`src/rtl/ks_sched_pkg.sv`:
```
// Shared types and constants for the Karplus-Strong note scheduler.
package ks_sched_pkg;

  localparam int KS_SCHED_CNT_W = 16;
  localparam int KS_MIN_PERIOD  = 2;

  typedef enum logic [2:0] {
    ST_IDLE   = 3'd0,
    ST_SETTLE = 3'd1,
    ST_PLUCK  = 3'd2,
    ST_BURST  = 3'd3,
    ST_HOLD   = 3'd4
  } ks_sched_state_t;

endpackage

```
`src/rtl/ks_rr_arbiter.sv`:
```
// Round-robin arbiter: grants the first requester at or after the priority
// pointer; the pointer moves past the winner when the grant is consumed.
module ks_rr_arbiter #(
  parameter int NUM_REQ = 4
) (
  input  logic                       clk_i,
  input  logic                       rst_n,
  input  logic [NUM_REQ-1:0]         req_i,
  input  logic                       en_i,
  input  logic                       advance_i,
  output logic [NUM_REQ-1:0]         grant_o,
  output logic [$clog2(NUM_REQ)-1:0] idx_o
);

  localparam int IDX_W = $clog2(NUM_REQ);
  localparam logic [IDX_W-1:0] LAST_IDX = IDX_W'(NUM_REQ - 1);

  logic [IDX_W-1:0] ptr_q, ptr_d;
  logic [IDX_W-1:0] cand;
  logic             found;

  // Scan requesters starting at the pointer; first valid one wins.
  always_comb begin
    grant_o = '0;
    idx_o   = '0;
    found   = 1'b0;
    cand    = '0;
    for (int k = 0; k < NUM_REQ; k++) begin
      cand = IDX_W'((int'(ptr_q) + k) % NUM_REQ);
      if (en_i && !found && req_i[cand]) begin
        found          = 1'b1;
        idx_o          = cand;
        grant_o[cand]  = 1'b1;
      end
    end
  end

  // Next pointer: one past the winner, wrapping to zero.
  always_comb begin
    ptr_d = ptr_q;
    if (advance_i) begin
      ptr_d = (idx_o == LAST_IDX) ? '0 : idx_o + 1'b1;
    end
  end

  // Priority pointer register.
  always_ff @(posedge clk_i or negedge rst_n) begin
    if (!rst_n) begin
      ptr_q <= '0;
    end else begin
      ptr_q <= ptr_d;
    end
  end

endmodule

```
`src/rtl/ks_note_scheduler.sv`:
```
// Note scheduler sharing one ks_string voice among NUM_REQ requesters.
// Each granted note runs SETTLE (freeze + retune), PLUCK, BURST (period+2)
// and HOLD (minimum note time) before the voice can be granted again.
// Optional: define KS_SCHED_STEAL_EN to let a pending request cut HOLD short.
module ks_note_scheduler
  import ks_sched_pkg::*;
#(
  parameter int NUM_REQ         = 4,
  parameter int DATA_WIDTH      = 8,
  parameter int MAX_LENGTH      = 64,
  parameter int SETTLE_CYCLES   = 2,
  parameter int PLUCK_CYCLES    = 4,
  parameter int MIN_NOTE_CYCLES = 256
) (
  input  logic                          clk_i,
  input  logic                          rst_n,
  input  logic                          enable_i,
  input  logic [NUM_REQ-1:0]            req_valid_i,
  output logic [NUM_REQ-1:0]            req_ready_o,
  input  logic [NUM_REQ*DATA_WIDTH-1:0] req_period_i,
  input  logic [NUM_REQ*DATA_WIDTH-1:0] req_dyn_R_i,
  input  logic [NUM_REQ-1:0]            req_drum_i,
  output logic [DATA_WIDTH-1:0]         period_o,
  output logic [DATA_WIDTH-1:0]         dynamics_R_o,
  output logic                          dynamics_en_o,
  output logic                          drum_string_no,
  output logic                          pluck_o,
  output logic                          freeze_o,
  output logic                          busy_o,
  output logic [$clog2(NUM_REQ)-1:0]    grant_id_o,
  output logic                          note_done_o
);

  localparam int IDX_W = $clog2(NUM_REQ);
  localparam logic [KS_SCHED_CNT_W-1:0] SETTLE_LAST = KS_SCHED_CNT_W'(SETTLE_CYCLES - 1);
  localparam logic [KS_SCHED_CNT_W-1:0] PLUCK_LAST  = KS_SCHED_CNT_W'(PLUCK_CYCLES - 1);
  localparam logic [KS_SCHED_CNT_W-1:0] HOLD_LAST   = KS_SCHED_CNT_W'(MIN_NOTE_CYCLES - 1);

  // Requested periods outside [KS_MIN_PERIOD, MAX_LENGTH] are pinned to the edge.
  function automatic logic [DATA_WIDTH-1:0] clamp_period(input logic [DATA_WIDTH-1:0] p);
    logic [DATA_WIDTH-1:0] r;
    if (int'(p) < KS_MIN_PERIOD) begin
      r = DATA_WIDTH'(KS_MIN_PERIOD);
    end else if (int'(p) > MAX_LENGTH) begin
      r = DATA_WIDTH'(MAX_LENGTH);
    end else begin
      r = p;
    end
    return r;
  endfunction

  ks_sched_state_t             state_q, state_d;
  logic [KS_SCHED_CNT_W-1:0]   cnt_q, cnt_d;
  logic [KS_SCHED_CNT_W-1:0]   burst_last;

  logic [DATA_WIDTH-1:0]       period_q, period_d;
  logic [DATA_WIDTH-1:0]       dyn_q, dyn_d;
  logic                        dyn_en_q, dyn_en_d;
  logic                        drum_q, drum_d;
  logic                        pluck_q, pluck_d;
  logic                        freeze_q, freeze_d;
  logic                        busy_q, busy_d;
  logic [IDX_W-1:0]            gid_q, gid_d;
  logic                        done_q, done_d;

  logic [NUM_REQ-1:0]          arb_grant;
  logic [IDX_W-1:0]            arb_idx;
  logic                        arb_en;
  logic                        grant_any;

  // Grants only from IDLE; ready is also forced low while reset is held.
  assign arb_en     = enable_i && rst_n && (state_q == ST_IDLE);
  assign grant_any  = |arb_grant;
  assign burst_last = KS_SCHED_CNT_W'(period_q) + KS_SCHED_CNT_W'(1);

  ks_rr_arbiter #(
    .NUM_REQ (NUM_REQ)
  ) u_arb (
    .clk_i     (clk_i),
    .rst_n     (rst_n),
    .req_i     (req_valid_i),
    .en_i      (arb_en),
    .advance_i (grant_any),
    .grant_o   (arb_grant),
    .idx_o     (arb_idx)
  );

  assign req_ready_o = arb_grant;

  // Next state and phase counter; the counter restarts at every state entry.
  always_comb begin
    state_d = state_q;
    cnt_d   = cnt_q;
    unique case (state_q)
      ST_IDLE: begin
        cnt_d = '0;
        if (grant_any) state_d = ST_SETTLE;
      end
      ST_SETTLE: begin
        if (cnt_q == SETTLE_LAST) begin
          state_d = ST_PLUCK;
          cnt_d   = '0;
        end else begin
          cnt_d = cnt_q + 1'b1;
        end
      end
      ST_PLUCK: begin
        if (cnt_q == PLUCK_LAST) begin
          state_d = ST_BURST;
          cnt_d   = '0;
        end else begin
          cnt_d = cnt_q + 1'b1;
        end
      end
      ST_BURST: begin
        if (cnt_q == burst_last) begin
          state_d = ST_HOLD;
          cnt_d   = '0;
        end else begin
          cnt_d = cnt_q + 1'b1;
        end
      end
      ST_HOLD: begin
        if (cnt_q == HOLD_LAST) begin
          state_d = ST_IDLE;
          cnt_d   = '0;
        end
`ifdef KS_SCHED_STEAL_EN
        // A waiting request jumps to the final HOLD cycle so done fires next.
        else if (enable_i && (|req_valid_i)) begin
          cnt_d = HOLD_LAST;
        end
`endif
        else begin
          cnt_d = cnt_q + 1'b1;
        end
      end
      default: begin
        state_d = ST_IDLE;
        cnt_d   = '0;
      end
    endcase
  end

  // Registered voice controls, derived from the upcoming state so they align with it.
  always_comb begin
    period_d = period_q;
    dyn_d    = dyn_q;
    drum_d   = drum_q;
    gid_d    = gid_q;
    if (grant_any) begin
      period_d = clamp_period(req_period_i[arb_idx*DATA_WIDTH +: DATA_WIDTH]);
      dyn_d    = req_dyn_R_i[arb_idx*DATA_WIDTH +: DATA_WIDTH];
      drum_d   = req_drum_i[arb_idx];
      gid_d    = arb_idx;
    end
    dyn_en_d = (dyn_d != '0);
    freeze_d = (state_d == ST_SETTLE);
    pluck_d  = (state_d == ST_PLUCK);
    busy_d   = (state_d != ST_IDLE);
    done_d   = (state_d == ST_HOLD) && (cnt_d == HOLD_LAST);
  end

  // State, counter and output registers.
  always_ff @(posedge clk_i or negedge rst_n) begin
    if (!rst_n) begin
      state_q  <= ST_IDLE;
      cnt_q    <= '0;
      period_q <= DATA_WIDTH'(MAX_LENGTH);
      dyn_q    <= '0;
      dyn_en_q <= 1'b0;
      drum_q   <= 1'b0;
      pluck_q  <= 1'b0;
      freeze_q <= 1'b0;
      busy_q   <= 1'b0;
      gid_q    <= '0;
      done_q   <= 1'b0;
    end else begin
      state_q  <= state_d;
      cnt_q    <= cnt_d;
      period_q <= period_d;
      dyn_q    <= dyn_d;
      dyn_en_q <= dyn_en_d;
      drum_q   <= drum_d;
      pluck_q  <= pluck_d;
      freeze_q <= freeze_d;
      busy_q   <= busy_d;
      gid_q    <= gid_d;
      done_q   <= done_d;
    end
  end

  assign period_o       = period_q;
  assign dynamics_R_o   = dyn_q;
  assign dynamics_en_o  = dyn_en_q;
  assign drum_string_no = drum_q;
  assign pluck_o        = pluck_q;
  assign freeze_o       = freeze_q;
  assign busy_o         = busy_q;
  assign grant_id_o     = gid_q;
  assign note_done_o    = done_q;

endmodule

```
`config.mk`:
```
export PLATFORM = sky130hd
export DESIGN_NAME = ks_note_scheduler
export DESIGN_NICKNAME = d
export VERILOG_FILES = /design/src/rtl/ks_sched_pkg.sv /design/src/rtl/ks_rr_arbiter.sv /design/src/rtl/ks_note_scheduler.sv
export SDC_FILE = /design/constraint.sdc
export NUM_CORES = 1
export LEC_CHECK = 0
export ABC_CLOCK_PERIOD_IN_PS = 4570
export CAP_MARGIN = 0
export CORE_UTILIZATION = 45
export CTS_CLUSTER_SIZE = 20
export DETAILED_ROUTE_END_ITERATION = 8
export PLACE_DENSITY = 0.77
export SETUP_SLACK_MARGIN = 0.2
export SLEW_MARGIN = 20
export SYNTH_ARGS = -nofsm -noshare
export SYNTH_HDL_FRONTEND = slang
export SYNTH_HIERARCHICAL = 1
export SYNTH_SLANG_ARGS = --single-unit
```
`constraint.sdc`:
```
create_clock -name clk_i -period 4.57 [get_ports clk_i]
set_clock_uncertainty 0.2 [all_clocks]
set_input_delay 1.371 -clock clk_i [delete_from_list [all_inputs] [get_ports clk_i]]
set_output_delay 1.371 -clock clk_i [all_outputs]
set_load 0.02 [all_outputs]
```
==> flow_metrics.tcl <==
set metrics [dict create \
    drt-initial-drc-count 159 \
    max-cap-violations 0 \
    syn_inst 351 \
    rsz0062_at_grt "true" \
    end_kind "primary output" \
    antenna_left 0 \
    wl_per_cell_um 16.4 \
    final_core_util_pct 68.6 \
    worstSetupStartpointType "primary input" \
    clockBufferDepth 2 \
    async_flop_share_pct 100 \
    whs_ns 0.274 \
    num-fill-cells 545 \
    clkLatencyLatePin_ns 0.31 \
    grt_max_degree 46 \
    h-tree-depth 2 \
    placed_cell_area_sq_um 4670 \
    clkSlewWorstSetupHoldPaths_ns 0.09 \
    period_minus_slack_ns 4.35 \
    pre_cts_slack_ns -0.681 \
    synth_compound_area_share_pct 11.1 \
    finalMaxSlewViolations 0 \
    fp.dieH_um 88.3 \
    cts-hold-fix-buffers 0 \
    synth_cell_type_count 63 \
    avgSynthCellArea_sq_um 9.54 \
    drive_gt1_share_pct 22.9 \
    area_delta_synth_final_pct 47.9 \
    antennaDiodeCount 0 \
    synthFlopType "dfrtp_1" \
    fin_ws_ns 0.223 \
    ys_seq_area_share_pct 33.7 \
    power_mw 0.836 \
    yosys_warnings 6 \
    critPathKind "primary input to primary output" \
    cts_buffers 5 \
    grt_pass1_wl_mm 15.6 \
    drc 0 \
    dr.pass1.iters 6 \
    worstRegToRegCells 15 \
    worst_pin_slew_ns 0.692 \
    worst_hold_path_type "flip-flop to flip-flop" \
    path_max_fanout 4 \
    max_freq_ghz 0.230 \
    design_area_sq_um 4950 \
    synthMuxAreaShare_pct 12.4 \
    hold_violations 0 \
    numClockSinks 45 \
    vias_per_cell 5.58 \
    numPortBuffers 102 \
    boundaryPins 103 \
    antenna_found_initial 0 \
    gr-usage-all-layers_pct 26.4 \
    status "finished, final reports clean" \
    synth_edf_count 0 \
    synthSimpleGateAreaFrac_pct 27.2 \
    dr_total_vias 3310 \
    multi_input_area_sq_um 2140 \
    fin_tns_setup_ns 0 \
    die_area_sq_um 7790 \
    irDropWorstVdd_uv 126 \
    core_area_sq_um 7210 \
    routed_wl_mm 9.73 \
    slew_headroom_pct 53.5 \
    final-seq-area_sq_um 1130 \
    syn_area_sq_um 3350 \
    synth_top_family_by_area "simple AND/OR/NAND/NOR gates" \
    post-route-period-util_pct 95.1 \
    gp_congestion 0.922 \
    dp_hpwl_mm 7.36 \
    die_w_um 88.3 \
    synth_fp_nets 437 \
    synth_xor_area_share_pct 7.32 \
    nets 579 \
    grt_pass1_vias 3227 \
    critical_path_arrival_ns 2.78 \
    cp.required_ns 3.00 \
    synth_adder_area_share_pct 4.11 \
    synth_seq_cells 45 \
    r2r_slack_ns 0.78 \
    dp.cells 569 \
    row_count 31 \
    power_density_nw_per_um2 169 \
    hold_path_depth 2 \
    power_leakage_nw 2.11 \
    setup_viol 0 \
    root_buffer "clkbuf_8" \
    stdcell_count 593 \
    start_util_pct 46.4 \
    cts_tree "yes" \
    gr-total-overflow 0 \
]
==> critical path: stages <==
cell and delay [ns]:
buf_6 0.09, or3b_1 0.36, a2111o_1 0.41, nand2_2 0.12, nand2_1 0.10, a21oi_2 0.19, buf_6 0.14
==> synthesized netlist by cell type, drive strengths merged, types with 3 or more instances <==
cell type	instances	share of area [%]
nor3	13	2.3
o31ai	3	1.1
mux4	15	11
nor4	11	3.6
nand3	17	2.9
nand4	7	1.5
xnor2	18	4.7
o21ai	11	1.8
nand2	56	6.3
nand3b	3	0.67
a211oi	4	1.0
and2	3	0.56
inv	15	1.7
buf	10	1.9
a21oi	6	0.90
ha	11	4.1
a222oi	4	1.2
clkbuf	6	0.67
and3	4	0.78
nor2	40	4.8
nor3b	3	0.67
dfrtp	44	33
xor2	10	2.6
mux2i	5	1.5
==> placed cells by master, fill, tap and decap left out, types with 3 or more instances in the layout <==
cell,n
nor3_1,12
ha_1,11
a222oi_1,4
dfrtp_1,44
nor4_4,3
buf_6,7
o21ai_0,7
o21ai_1,3
inv_1,12
nor4_1,7
nand3_1,16
nand2_1,54
mux4_2,11
clkdlybuf4s50_1,93
mux4_1,4
clkbuf_8,5
xor2_1,10
a21oi_2,4
inv_2,3
nor3b_1,3
nor2_1,37
a211oi_1,3
nand3b_1,3
nand4_1,6
and2_1,3
xnor2_1,18
buf_4,49
==> cells by family (layout without fill, tap and decap cells) <==
group,count (synthesis),count (layout)
compound gates,46,46
fa+ha+maj,11,11
xor+xnor,28,28
buf+inv,31,174
simple gates,169,169
flops,45,45
mux,21,21
==> area by class of cell <==
cell class	instances	share of cell area [%]
Clock buffer	5	1.39
Tap cell	99	2.50
Multi-Input combinational cell	275	43.2
Inverter	15	1.14
Timing Repair Buffer	151	28.0
Sequential cell	45	22.8
Clock inverter	3	0.960
==> metal layers <==
metal / wire length (um) / part of all wire, % / track usage [%]
met3: 695 / 7.1 / 6.25
met1: 3740 / 38 / 30.7
met5: 0 / 0 / 0
met4: 294 / 3.0 / 10.9
met2: 4990 / 51 / 46.9
==> flip-flops by register name (all words and copies together) (netlist names), named ones only <==
signal / cells
busy_o: 1
cnt_q: 16
drum_string_no: 1
dynamics_R_o: 8
dynamics_en_o: 1
freeze_o: 1
grant_id_o: 2
note_done_o: 1
period_o: 8
pluck_o: 1
state_q: 3
u_arb/ptr_q: 1
==> power by group <==
| part | leakage [nW] | total [mW] | internal (mW) | switching, mW |
|---|---|---|---|---|
| clock | 0.0591 | 0.318 | 0.167 | 0.151 |
| sequential | 0.590 | 0.398 | 0.398 | 0 |
| combinational | 1.46 | 0.120 | 0.0828 | 0.0376 |
==> final timing paths <==
kind | startpoint | end
min in group asynchronous | rst_n | period_o[5]
worst max register to register | flip-flop | dynamics_en_o
worst min-delay path | grant_id_o[0] | grant_id_o[0]
worst min register to register | grant_id_o[0] | grant_id_o[0]
max in group asynchronous | rst_n | cnt_q[1]
worst max-delay path | req_valid_i[0] | req_ready_o[0]
==> what timing repair did <==
action,CTS,global route
setup endpoints to repair,7,7
gates resized for setup,43,16
setup buffers,13,3
pin swaps,9,8
Power figures use the tool's default switching activity.
